$ cat src/rtl/pc_seq_pkg.sv
// Shared state encoding, vector defaults and word-offset helper for the pc sequencer.
// TRAP exists only when PCSEQ_EXC_EN is defined.
package pc_seq_pkg;

`ifdef PCSEQ_EXC_EN
    typedef enum logic [1:0] {
        IDLE  = 2'd0,
        FETCH = 2'd1,
        HOLD  = 2'd2,
        TRAP  = 2'd3
    } state_t;
`else
    typedef enum logic [1:0] {
        IDLE  = 2'd0,
        FETCH = 2'd1,
        HOLD  = 2'd2
    } state_t;
`endif

    localparam logic [31:0] PC_RESET_VECTOR = 32'h0000_0000;
    localparam logic [31:0] PC_EXC_VECTOR   = 32'h0000_0180;
    localparam int unsigned WORD_SHIFT      = 2;

    // Branch offsets arrive in words; the pc counts bytes.
    function automatic logic [31:0] word_offset(input logic [31:0] simm);
        return simm << WORD_SHIFT;
    endfunction

endpackage

$ cat src/rtl/next_pc_calc.sv
// Next-pc selection: pc+4, branch target, jump target; jump beats branch. Latency: combinational.
// Backpressure: none, pure function of its inputs.
module next_pc_calc
    import pc_seq_pkg::*;
(
    input  logic [31:0] pc,
    input  logic        branch_taken,
    input  logic [31:0] signimm,
    input  logic        jump,
    input  logic [25:0] jump_addr26,
    output logic [31:0] pc_plus4,
    output logic [31:0] next_pc
);

    logic [31:0] branch_target;

    assign pc_plus4      = pc + 32'd4;
    assign branch_target = pc_plus4 + word_offset(signimm);

    always_comb begin
        next_pc = pc_plus4;
        if (jump) begin
            next_pc = {pc_plus4[31:28], jump_addr26, 2'b00};
        end else if (branch_taken) begin
            next_pc = branch_target;
        end
    end

endmodule

$ cat src/rtl/pc_sequencer.sv
// Fetch sequencer: one outstanding imem fetch, result held until the core consumes it; min 2 cycles/instr.
// Backpressure: instr_ready=0 parks in HOLD with no new fetch. PCSEQ_EXC_EN adds imem_err/epc and the TRAP path.
module pc_sequencer
    import pc_seq_pkg::*;
#(
    parameter logic [31:0] RESET_VECTOR = PC_RESET_VECTOR
`ifdef PCSEQ_EXC_EN
    ,
    parameter logic [31:0] EXC_VECTOR   = PC_EXC_VECTOR
`endif
) (
    input  logic        clk,
    input  logic        rst,
    output logic        imem_req,
    output logic [31:0] imem_addr,
    input  logic        imem_ack,
    input  logic [31:0] imem_rdata,
    output logic [31:0] instr,
    output logic        instr_valid,
    input  logic        instr_ready,
    input  logic        branch_taken,
    input  logic [31:0] signimm,
    input  logic        jump,
    input  logic [25:0] jump_addr26,
    output logic [31:0] pc,
    output logic [31:0] pc_plus4,
    output logic [31:0] retired
`ifdef PCSEQ_EXC_EN
    ,
    input  logic        imem_err,
    output logic [31:0] epc
`endif
);

    state_t      state;
    state_t      state_nxt;
    logic        fetch_done;
    logic        consume;
    logic        trap_take;
    logic [31:0] next_pc;

    next_pc_calc u_next_pc (
        .pc           (pc),
        .branch_taken (branch_taken),
        .signimm      (signimm),
        .jump         (jump),
        .jump_addr26  (jump_addr26),
        .pc_plus4     (pc_plus4),
        .next_pc      (next_pc)
    );

    assign imem_addr = pc;

    always_ff @(posedge clk or posedge rst) begin
        if (rst) begin
            state <= IDLE;
        end else begin
            state <= state_nxt;
        end
    end

    // imem_req is decoded from state so reset drops it without a clock edge.
    always_comb begin
        state_nxt  = state;
        imem_req   = 1'b0;
        fetch_done = 1'b0;
        consume    = 1'b0;
        trap_take  = 1'b0;
        case (state)
            IDLE: state_nxt = FETCH;
            FETCH: begin
                imem_req = 1'b1;
                if (imem_ack) begin
`ifdef PCSEQ_EXC_EN
                    if (imem_err) begin
                        trap_take = 1'b1;
                        state_nxt = TRAP;
                    end else begin
                        fetch_done = 1'b1;
                        state_nxt  = HOLD;
                    end
`else
                    fetch_done = 1'b1;
                    state_nxt  = HOLD;
`endif
                end
            end
            HOLD: begin
                if (instr_ready) begin
                    consume   = 1'b1;
                    state_nxt = FETCH;
                end
            end
`ifdef PCSEQ_EXC_EN
            TRAP: state_nxt = FETCH;
`endif
            default: state_nxt = IDLE;
        endcase
    end

    always_ff @(posedge clk or posedge rst) begin
        if (rst) begin
            pc          <= RESET_VECTOR;
            instr       <= 32'd0;
            instr_valid <= 1'b0;
            retired     <= 32'd0;
`ifdef PCSEQ_EXC_EN
            epc         <= 32'd0;
`endif
        end else begin
            if (fetch_done) begin
                instr       <= imem_rdata;
                instr_valid <= 1'b1;
            end
            if (consume) begin
                pc          <= next_pc;
                instr_valid <= 1'b0;
                retired     <= retired + 32'd1;
            end
`ifdef PCSEQ_EXC_EN
            if (trap_take) begin
                epc <= pc;
            end
            if (state == TRAP) begin
                pc <= EXC_VECTOR;
            end
`endif
        end
    end

`ifndef PCSEQ_EXC_EN
    // trap_take only has a consumer in the exception build.
    logic unused_trap;
    assign unused_trap = trap_take;
`endif

endmodule

$ cat config.mk
export PLATFORM = sky130hd
export DESIGN_NAME = pc_sequencer
export DESIGN_NICKNAME = d
export VERILOG_FILES = /design/src/rtl/pc_seq_pkg.sv /design/src/rtl/next_pc_calc.sv /design/src/rtl/pc_sequencer.sv
export SDC_FILE = /design/constraint.sdc
export NUM_CORES = 1
export LEC_CHECK = 0
export CORE_MARGIN = 5
export CORE_UTILIZATION = 48
export CTS_CLUSTER_DIAMETER = 200
export DETAILED_ROUTE_END_ITERATION = 7
export PLACE_DENSITY = 0.85
export SYNTH_ARGS = -nofsm -noshare
export SYNTH_HDL_FRONTEND = slang
export SYNTH_SLANG_ARGS = --single-unit
$ cat constraint.sdc
create_clock -name clk -period 9.3 [get_ports clk]
set_input_delay 1.86 -clock clk [delete_from_list [all_inputs] [get_ports clk]]
set_output_delay 1.86 -clock clk [all_outputs]
set_load 0.005 [all_outputs]
Word level (Yosys, flattened, before mapping)
Cells that the tools add are included.

Add/sub/neg operators: 3. Equality and inequality tests: 4. Muxes and demuxes: 12. Reduce and logical (&&, ||, !) cells: 3.

Operators by type and width (count): 2-to-1 mux 32 bit (2); adder 32 x 1 -> 32 bit (second input constant) (1); adder 32 x 3 -> 32 bit (second input constant) (1); adder 32 bit (1); 2-to-1 mux 1 bit (7); case mux 2 bit (3 select lines) (1); 2-to-1 mux 2 bit (2); != test 2 bit (second input constant) (2); == test 2 x 1 -> 1 bit (second input constant) (1); == test 2 bit (second input constant) (1); zero test 2 bit (1); AND reduction 2 bit (1); nonzero test 2 bit (1).

Register bits: 99. Input port bits: 96. Output and inout bits: 162. Logic and storage cells: 27.

Logic depth before layout (Yosys ltp)
Gate-level depths: netlist (run 1).

Word-level depth: 4. Gate-level depth with buffers: 17. Gate-level depth less buffers: 15.

By module
Synthesis (run 1) repeated with hierarchy kept, for this count alone.

Cell total of the unflattened synthesis: 806. Area total of the unflattened synthesis: 7178.1 µm².

Modules (own cells, without submodules): pc_sequencer (times used 1, cells each 388, area each 4334.2 µm², seq. area each 2477.4 µm²); next_pc_calc (times used 1, cells each 418, area each 2844.0 µm², seq. area each 0.0 µm²).

Worst setup path before layout (run 1)
Ideal clock, no wire load.

Kind: input-to-reg. Start: input signimm[0]. End: register pc[24], in the netlist imem_addr[24]. Library setup time: 83 ps. Arrival time: 4100 ps. Required time: 9217 ps. Setup slack: 5117 ps. Stages on the path: 11. Path buffers: 0. Cell sequence: ha_1 > fa_1 > a21o_1 > a221oi_1 > o221ai_1 > o21ai_0 > o21ai_1 > xnor2_1 > a211oi_1 > a21oi_1 > o21ai_0.

Longest elaborated chain between the ends: 3.

RTL lines: start: declaration (RTL line pc_sequencer.sv:22) `input logic [31:0] signimm,`; adder 32 bit (RTL line next_pc_calc.sv:18) `assign branch_target = pc_plus4 + word_offset(signimm);`; 2-to-1 mux 32 bit (RTL line next_pc_calc.sv:24) `end else if (branch_taken) begin`; 2-to-1 mux 32 bit (RTL line next_pc_calc.sv:22) `if (jump) begin`; end signal: assignment (RTL line pc_sequencer.sv:116) `pc <= next_pc;`; end: declaration (RTL line pc_sequencer.sv:25) `output logic [31:0] pc,`.

No other way between the ends. A chain may end at the register's enable or synchronous reset.

Worst setup path in the final report (run 1)
Start: register pc[13], in the netlist imem_addr[13]. End: output pc_plus4[30].

Longest elaborated chain between the ends: 1.

RTL lines: adder 32 x 3 -> 32 bit (RTL line next_pc_calc.sv:17) `assign pc_plus4 = pc + 32'd4;`; end: declaration (RTL line pc_sequencer.sv:26) `output logic [31:0] pc_plus4,`.

No other way between the ends.

==> summary.md, run 1 <==
| Metric | Value |
|---|---|
| Total gr overflow | `0` |
| Via Count | `6180` |
| Critical path class | `reg2out` |
| Post-CTS Hold Fix Bufs | `0` |
| Port Buffers | `249` |
| F_max | `0.200 GHz` |
| Final setup violation count | `0` |
| Worst-Margin Slew | `0.962 ns` |
| Num ports | `about 260` |
| Worst path bufs/invs | `1` |
| Area of the multi-input gates | `about 3800 sq um` |
| Crit-path max cell delay | `0.53 ns` |
| Metal3 WL | `1400 microns` |
| Unrepaired setup endpoints after global routing | `no` |
| Min-Delay Path Depth | `1` |
| Dominant cells by area after synthesis | `dfrtp_1 (37%), xnor2_1 (7.4%), ha_1 (7.0%), mux2_2 (5.6%), nand2_1 (4.5%)` |
| Storage element area | `approximately 2400 sq um` |
| Hold_ws | `0.470 ns` |
| Cell Area, Synth | `6650 sq um` |
| DP Area | `9060 sq um` |
| H-tree depth | `3` |
| Synthesis Warnings | `0` |
| Num CTS Buffers | `9` |
| Mean Syn Cell Area | `9.19 sq um` |
| Area growth, synth to finish | `41.4%` |
| Status | `finished, final reports clean` |
| Number of enable flip-flop cells after synthesis | `0` |
| TritonRoute pass-1 iters | `4` |
| DRC | `0` |
| Met2 WL | `9630 microns` |
| ANT cells | `0` |
| Worst Clk Skew | `0.00685 ns` |
| FP Rows | `43` |
| Final Max Slew Viols | `0` |
| Hpwl dp | `15600 microns` |
| Setup total negative slack | `0 ns` |
| Required time of the critical path | `7.44 ns` |
| CP Depth | `7` |
| Slowest CP cell | `clkdlybuf4s50_1` |
| Power density over cell area | `294 nW/um^2` |
| Worst Setup Slack, final | `4.30 ns` |
| Net count, final | `1067` |
| Setup crit end kind | `output port` |
| Post-place setup slack | `4.06 ns` |
| Largest net degree at the start of global routing | `just over 60` |
| Mapped Cells | `723` |
| Data arrival, critical path | `~3.1 ns` |
| Worst IR Drop VDD | `0.000139 V` |
| Max-cap check violation count | `0` |
| Full die area | `16300 sq um` |
| Post-synthesis sequential area ratio | `36.5%` |
| Via/cell ratio | `5.53` |
| CP Max Fanout | `7` |
| Final instance area | `9400 sq um` |
| First-pass GRT wire length | `31700 microns` |
| Share of synthesized flip-flops with an asynchronous set or reset | `100%` |
| Routed len/inst | `17.7 microns` |
| Critical Path Start Type | `flip-flop` |
| Fin crit period | `5.00 ns` |
| Die width | `about 130 microns` |
| Core ar. | `13700 sq um` |
| Clock latency on the worst-skew pair | `0.34 ns` |
| Clock Sinks | `97` |
| CTS-repair resized insts | `0` |
| Clk pin slew, worst setup/hold paths | `0.07 ns` |
| Die Y-Extent | `128 microns` |
| Worst-path cell chain | `and4_1 > nand2_1 > nor3_1 > and4_1 > and3_1 > xor2_1 > clkdlybuf4s50_1` |
| Final Hold Vio Count | `0` |
| CTS tree | `yes` |
| Longest Clk Path Bufs | `2` |
| Leak Pwr | `slightly below 4 nW` |
| FILL cells | `between 1000 and 1500` |
| Hold crit path type | `reg2reg` |
| Synth area leader | `dfrtp_1` |
| Gpl congestion | `0.895` |
| Vias in the first global route | `between 6000 and 7000` |
| Most common cell on crit path | `and4_1` |
| Share of cells above drive strength 1 | `7.89%` |
| # Post-CTS Setup Buffers | `0` |
| Total routed wirelength | `19800 microns` |
| Gr usage total | `24.0%` |
| Final Cycle Share | `53.8%` |
| Yosys reg bits | `between 90 and 100` |
| Main synth FF type | `dfrtp_1` |
| Routed Antenna Nets | `0` |
| DRT iter0 DRCs | `389` |
| Max layer used | `met4` |
| Metal-1 WL | `8340 microns` |
| Initial Util | `between 40 and 50%` |
| Antenna violations before repair | `0` |
| Relative slew slack | `between 30% and 40%` |
| CP top delay family | `simple AND/OR/NAND/NOR gates` |
| Worst-case reg-to-reg path depth | `15` |
| Leading cell type by number of instances after synthesis | `dfrtp_1` |
| Unique masters post-synth | `65` |
| Root Driver | `clkbuf_16` |
| Commonest cells post-synth | `dfrtp_1 (97), nand2_1 (80), xnor2_1 (56)` |
| Area fraction of the dominant cell type after synthesis | `a little over a third` |
==> final timing paths <==
kind | start | to | slack, ns
max reg2reg | imem_addr[4] | imem_addr[30] | 5.09
min reg2reg | retired[31] | retired[31] | 0.47
max | imem_addr[13] | pc_plus4[30] | 4.30
max in group asynchronous | rst | imem_addr[4] | 6.25
min | retired[31] | retired[31] | 0.47
min in group asynchronous | rst | instr[6] | 1.90
==> worst register-to-register path, delay by kind of cell (launching register included) <==
kind | cells | cell delay (ns)
AO/OA/AOI/OAI | 7 | 1.44
AND/OR/NAND/NOR | 5 | 1.25
flip-flops | 1 | 0.50
adder cells (fa/ha/maj) | 1 | 0.37
XOR/XNOR | 1 | 0.34
multiplexers | 1 | 0.18
==> state kept, by name (all words and copies together) (netlist names) <==
name,cells
imem_addr,30
instr,32
instr_valid,1
retired,32
state,2
==> cell families after synthesis <==
logic type	share of synthesized area (%)
DFF	36.5
other	0.0564
buffers and inverters	6.08
muxes	6.19
and+or+nand+nor	16.3
adders and majority gates	7.27
AOI/OAI and AO/OA	16.4
xor gates and xnor gates	11.2
==> routing by layer <==
layer	track usage, %	up-vias
met5	0	-
met1	31.7	2931
li1	-	2964
met2	40.8	255
met3	3.17	30
met4	7.93	0
==> cells in the final DEF, fill, tap and decap left out, types with 6 or more instances in the layout <==
cell	netlist	routed
xnor2_1	56	56
nand2_1	80	80
ha_1	37	37
a31oi_1	7	7
nand4_1	21	21
o211ai_1	11	11
a21o_1	14	14
and3_1	15	15
o22ai_1	7	7
dfrtp_1	97	97
and4_1	7	7
clkdlybuf4s50_1	0	249
mux2_2	33	33
xor2_1	27	27
a211oi_1	13	13
clkbuf_16	0	9
inv_1	10	9
nand3_1	19	19
conb_1	1	6
nor2_1	55	55
a21oi_1	51	51
o21ai_0	39	39
==> area by class of cell <==
| cell class | instances | share of cell area [%] |
|---|---|---|
| Multi-Input combinational cell | 560 | 40.8 |
| Timing Repair Buffer | 254 | 26.9 |
| Sequential cell | 97 | 25.8 |
| Clock buffer | 10 | 2.54 |
| Tap cell | 180 | 2.40 |
| Clock inverter | 6 | 1.04 |
| Inverter | 11 | 0.466 |
==> per-stage QoR <==
step / cells / power (mW) / utilization, %
after detailed placement: 1102 / 2.35 / 66.0
after global placement: 1102 / 2.31 / 66.0
final: 1118 / 2.76 / 68.5
after global routing: 1118 / 2.96 / 68.5
after floorplan: 728 / 1.63 / -
after CTS: 1118 / 2.77 / 68.5
==> power by group <==
part | internal, mW | switching, mW
sequential | 0.566 | 0.177
clock | 0.247 | 0.163
combinational | 0.900 | 0.708
total | 1.71 | 1.05
No activity file was read; power rests on OpenSTA's default activity.
==> inputs of run 2 (changes only) <==
Settings changed: CORE_UTILIZATION 48 to 45, PLACE_DENSITY 0.85 to 0.8.
Clock period 9.3 ns to 4.9 ns, I/O delays scaled along.
==> run 2 against run 1 <==
Against the previous run: setup slack got worse by 3.6 ns; sequential cell count unchanged; clock-buffer cell count decreased by 1; clock power is 80% higher; final area rose by 0.11%; combinational power up 91%; non-clock buffer count rose by 3; hold slack better by 0.017 ns; register-to-register slack got worse by 4.4 ns; sequential power rose by 91%; sequential share of layout area barely moved; largest cell class unchanged.
==> summary.md, run 2 (synthesized netlist as in run 1, its figures left out) <==
| Metric | Value |
|---|---|
| Gr usage total | `22.9%` |
| # Post-CTS Setup Buffers | `0` |
| Post-CTS Hold Fix Bufs | `0` |
| Core ar. | `14500 sq um` |
| Required time of the critical path | `between 5 and 6 ns` |
| Share of cells above drive strength 1 | `slightly above 8%` |
| Gpl congestion | `0.883` |
| Critical path class | `reg2reg` |
| Placed cells | `1109` |
| Worst IR Drop VDD | `approximately 0.00031 V` |
| Relative slew slack | `35.7%` |
| Routed Antenna Nets | `0` |
| Initial Util | `45.7%` |
| Hpwl dp | `16100 microns` |
| Non-Filler Instances | `1125` |
| Clock Sinks | `just under 100` |
| Worst Clk Skew | `~0.012 ns` |
| Fin crit period | `~4.2 ns` |
| Data arrival, critical path | `4.48 ns` |
| ANT cells | `0` |
| Area growth, synth to finish | `41.5%` |
| DRT iter0 DRCs | `414` |
| Antenna violations before repair | `0` |
| FP Rows | `44` |
| CTS tree | `yes` |
| Total routed wirelength | `20400 microns` |
| Num ports | `258` |
| Setup total negative slack | `0 ns` |
| Hold crit path type | `reg2reg` |
| Final Max Slew Viols | `0` |
| Worst-Margin Slew | `0.964 ns` |
| Setup crit end kind | `flip-flop` |
| Total gr overflow | `0` |
| Via Count | `roughly 6300` |
| F_max | `~0.24 GHz` |
| Port Buffers | `about 250` |
| Final Power | `5.23 mW` |
| Die width | `between 100 and 150 microns` |
| Final Cycle Share | `86.0%` |
| Final Hold Vio Count | `0` |
| Via/cell ratio | `5.56` |
| Unrepaired setup endpoints after global routing | `no` |
| Die Y-Extent | `132 microns` |
| Leak Pwr | `between 3 and 4 nW` |
| Net count, final | `1070` |
| Routed len/inst | `18.1 microns` |
| Status | `finished, final reports clean` |
| Max-cap check violation count | `0` |
| Critical Path Start Type | `flip-flop` |
| DRC | `0` |
| TritonRoute pass-1 iters | `5` |
| Worst-case reg-to-reg path depth | `15` |
| Clock latency on the worst-skew pair | `~0.34 ns` |
| Final setup violation count | `0` |
| CP Max Fanout | `7` |
| Most frequent cells in the layout | `clkdlybuf4s50_1 (249), dfrtp_1 (97), nand2_1 (80)` |
| Vias in the first global route | `6215` |
| Min-Delay Path Depth | `1` |
| CTS-repair resized insts | `0` |
| Power density over cell area | `556 nW/um^2` |
| Num CTS Buffers | `9` |
| Commonest non-fill, non-tap cell in the layout | `clkdlybuf4s50_1` |
| Longest Clk Path Bufs | `2` |
| First-pass GRT wire length | `32800 microns` |
| H-tree depth | `3` |
| Clk pin slew, worst setup/hold paths | `0.07 ns` |
| Root Driver | `clkbuf_16` |
| Full die area | `between 15000 and 20000 sq um` |
| Largest net degree at the start of global routing | `54` |
[run 2: cell types whose count changed in the layout (fill, tap and decap cells not counted)]
cell,delta
buf_4,+3
bufinv_16,-1
clkbuf_8,-1
clkinv_8,+1
clkinvlp_4,+1
inv_6,-1
inv_8,+1
[run 2: metal layers]
layer	up-vias	track usage [%]	share of wire, %
met3	29	3.78	6.8
li1	2967	-	-
met5	-	0	0
met1	3001	29.7	42
met4	0	7.60	2.0
met2	261	38.8	50
[run 2: final cells by class]
class	instances	area, sq um
Sequential cell	97	2430
Inverter	11	43.8
Clock buffer	9	225
Tap cell	184	230
Clock inverter	7	93.8
Timing Repair Buffer	257	2550
Multi-Input combinational cell	560	3830
Fill cell	1190	5130
[run 2: worst paths after layout]
path | from | end | slack (ns)
worst max-delay path | imem_addr[5] | imem_addr[29] | 0.69
worst min-delay path | retired[31] | retired[31] | 0.49
worst max register to register | imem_addr[5] | imem_addr[29] | 0.69
worst min register to register | retired[31] | retired[31] | 0.49
max in group asynchronous | rst | imem_addr[19] | 3.11
min in group asynchronous | rst | retired[29] | 0.95
[run 2: report_power, final]
part	leakage, nW	internal, mW	switching [mW]
clock network	0.153	0.410	0.329
logic	2.60	1.72	1.35
registers	1.21	1.07	0.342
[run 2: worst max-delay path: stages, from the launching register on]
cell      delay [ns]
dfrtp_1         0.52
and4_1          0.29
nand4_1         0.27
nor2_1          0.33
nand2_1         0.11
xnor2_1         0.39
ha_1            0.35
o21ai_0         0.22
a22oi_1         0.16
and3_1          0.21
nand2b_1        0.16
a41oi_2         0.26
a21oi_1         0.16
a31oi_1         0.22
mux2_2          0.36
a21oi_1         0.14
[run 2: stage by stage]
| stage | setup slack (ns) | instance area [sq um] | hold WS (ns) | utilization (%) |
|---|---|---|---|---|
| floorplan | 1.39 | 6670 | 0.465 | - |
| global placement | 0.838 | 9090 | 0.456 | 62.5 |
| detailed placement | 0.767 | 9090 | 0.481 | 62.5 |
| CTS | 0.723 | 9410 | 0.492 | 64.7 |
| global route | 0.365 | 9410 | 0.521 | 64.7 |
| finish | 0.687 | 9410 | 0.487 | 64.7 |
==> inputs of run 3 (changes only) <==
Settings changed: ABC_AREA set to 1, CORE_UTILIZATION 45 to 48, PLACE_DENSITY 0.8 to 0.81.
==> run 3 against run 2 <==
Against the previous run: critical path depth decreased by 5; clock power decreased by 7.7%; die area grew 12%; final cell count is 43% higher; final area increased by 15%; synthesized cell count is 61% higher; non-clock buffer count fell by 1; area after synthesis rose by 20%; clock-buffer cell count grew 1; register-to-register slack gained 0.68 ns; power up 12%; critical path type is now reg2out; largest cell class unchanged.
==> summary.md, run 3 <==
| Metric | Value |
|---|---|
| FILL cells | `1521` |
| Critical path class | `reg2out` |
| Worst Clk Skew | `0.0101 ns` |
| Data arrival, critical path | `2.87 ns` |
| Mean Syn Cell Area | `6.87 sq um` |
| Port Buffers | `approximately 250` |
| F_max | `around 0.26 GHz` |
| Full die area | `19400 sq um` |
| Via/cell ratio | `around 5.2` |
| Worst R2R Setup Slack | `1.37 ns` |
| Number of enable flip-flop cells after synthesis | `0` |
| Worst IR Drop VDD | `approximately 0.00036 V` |
| Num ports | `258` |
| Hpwl dp | `22500 microns` |
| Longest Clk Path Bufs | `2` |
| Status | `finished, final reports clean` |
| H-tree depth | `3` |
| Adder-cell share of the synthesized area | `about 6.0%` |
| Final Cycle Share | `78.5%` |
| Routed len/inst | `~17 microns` |
| Total routed wirelength | `27800 microns` |
| Relative slew slack | `between 30% and 40%` |
| Leak Pwr | `5.36 nW` |
| Hold crit path type | `reg2reg` |
| Unrepaired setup endpoints after global routing | `no` |
| Required time of the critical path | `3.92 ns` |
| Critical Path Start Type | `flip-flop` |
| Combinational family with the most area after synthesis | `simple AND/OR/NAND/NOR gates` |
| Via Count | `8427` |
| Max-cap check violation count | `0` |
| Total gr overflow | `0` |
| DRC | `0` |
| Dominant cells by area after synthesis | `dfrtp_1 (30%), nand2_1 (16%), inv_1 (8.4%), ha_1 (5.8%), mux2_2 (4.5%)` |
| Unique masters post-synth | `43` |
| GR peak layer | `met2` |
| Die width | `139 microns` |
| Synth Area in Compound Gates | `8.89%` |
| Worst Setup Slack, final | `1.05 ns` |
| First-pass GRT wire length | `43600 microns` |
| Clock Sinks | `a little under 100` |
| Most frequent cells in the layout | `nand2_1 (344), clkdlybuf4s50_1 (249), inv_1 (178)` |
| Final Hold Vio Count | `0` |
| CTS-repair resized insts | `0` |
| Commonest cells post-synth | `nand2_1 (344), inv_1 (179), dfrtp_1 (97)` |
| Largest net degree at the start of global routing | `74` |
| Mux cell area share after synthesis | `4.50%` |
| Clk pin slew, worst setup/hold paths | `0.07 ns` |
| ANT cells | `0` |
| Setup crit end kind | `output port` |
| Worst-Margin Slew | `between 0.9 and 1 ns` |
| Mapped Cells | `1165` |
| Antenna violations before repair | `0` |
| Synth Area in XOR/XNOR | `5.47%` |
| Initial Util | `48.6%` |
| Post-CTS Hold Fix Bufs | `0` |
| Simple-gate share of the synthesized area | `31.7%` |
| Final setup violation count | `0` |
| Core ar. | `16500 sq um` |
| Yosys reg bits | `97` |
| Cell Area, Synth | `between 8000 and 9000 sq um` |
| Gpl congestion | `0.968` |
| Net count, final | `1515` |
| Synth area leader | `dfrtp_1` |
| CTS tree | `yes` |
| Synthesis Warnings | `0` |
| Setup total negative slack | `0 ns` |
| Routed Antenna Nets | `0` |
| Final Max Slew Viols | `0` |
| Gr usage total | `28.0%` |
| Commonest non-fill, non-tap cell in the layout | `nand2_1` |
| Post-place setup slack | `1.46 ns` |
| Root Driver | `clkbuf_16` |
| Num CTS Buffers | `9` |
| Vias in the first global route | `8139` |
| Power density over cell area | `543 nW/um^2` |
| # Post-CTS Setup Buffers | `0` |
| FP Rows | `47` |
| TritonRoute pass-1 iters | `5` |
| Fin crit period | `roughly 3.8 ns` |
| M1 GR Usage | `37.1%` |
| Area fraction of the dominant cell type after synthesis | `30.3%` |
| Hold_ws | `about 0.48 ns` |
| DRT iter0 DRCs | `between 600 and 700` |
| Share of synthesized flip-flops with an asynchronous set or reset | `100%` |
| Share of cells above drive strength 1 | `under 10%` |
| CP Max Fanout | `6` |
| Area growth, synth to finish | `34.6%` |
| Grt met2 use | `46.3%` |
| Met3 Usage GRT | `5.38%` |
| Main synth FF type | `dfrtp_1` |
| Post-synthesis sequential area ratio | `30.3%` |
| Leading cell type by number of instances after synthesis | `nand2_1` |
| Die Y-Extent | `around 140 microns` |
| Clock latency on the worst-skew pair | `0.35 ns` |
-- run 3: changes by cell type after synthesis, sizes merged, moves of 22 or more --
cell | previous run | this run
nor2 | 56 | 95
inv | 10 | 185
nand2 | 80 | 351
nand3 | 21 | 69
xnor2 | 57 | 13
nor3 | 3 | 25
-- run 3: stage by stage --
| stage | power [mW] | area, sq um | util, % | std cells |
|---|---|---|---|---|
| 6_report | 5.85 | 10800 | 65.4 | 1606 |
| 3_3_place_gp | 5.06 | 10500 | 63.7 | 1590 |
| 3_5_place_dp | 5.14 | 10500 | 63.7 | 1590 |
| 4_1_cts | 5.85 | 10800 | 65.4 | 1606 |
| 2_1_floorplan | 3.48 | 8020 | - | 1170 |
| 5_1_grt | 6.30 | 10800 | 65.4 | 1606 |
-- run 3: kinds of logic after synthesis --
kind of cell	Yosys count
compound gates	128
xor+xnor	50
fa+ha+maj	38
buf+inv	241
flops	97
mux	32
other cells	1
simple gates	578
-- run 3: layer usage --
metal / share of wire (%) / routed length, microns
met1: 42 / 11600
met2: 47 / 13000
met3: 7.9 / 2200
met5: 0 / 0
met4: 3.4 / 952
-- run 3: area by class of cell --
class / count / area (sq um) / share of cell area, %
well taps: 220 / 275 / 2.55
repair buffers: 256 / 2540 / 23.6
multi-input cells: 832 / 4550 / 42.2
inverters: 185 / 697 / 6.47
clock buffers: 10 / 229 / 2.12
flip-flops and latches: 97 / 2430 / 22.5
clock inverters: 6 / 51.3 / 0.476
-- run 3: critical path, cell delays in order, from the launching register on --
cell,delay (ns)
dfrtp_1,0.48
ha_1,0.34
nand2_2,0.10
nor2_1,0.33
inv_1,0.16
nor2_1,0.28
nand2_1,0.09
nand2_1,0.06
nand2_1,0.07
inv_1,0.09
clkdlybuf4s50_1,0.50
-- run 3: where the power goes --
part / total [mW] / switching [mW] / internal, mW
Combinational: 3.76 / 1.97 / 1.79
Clock: 0.682 / 0.331 / 0.351
Sequential: 1.41 / 0.326 / 1.08
-- run 3: final timing paths --
kind,startpoint,to,depth (start not counted)
hold reg to reg,instr_valid,instr_valid,2
max in group asynchronous,rst,retired[17],3
setup / recovery,imem_addr[2],pc_plus4[30],10
setup reg to reg,imem_addr[2],imem_addr[29],21
min in group asynchronous,rst,retired[21],2
hold / removal,instr_valid,instr_valid,2
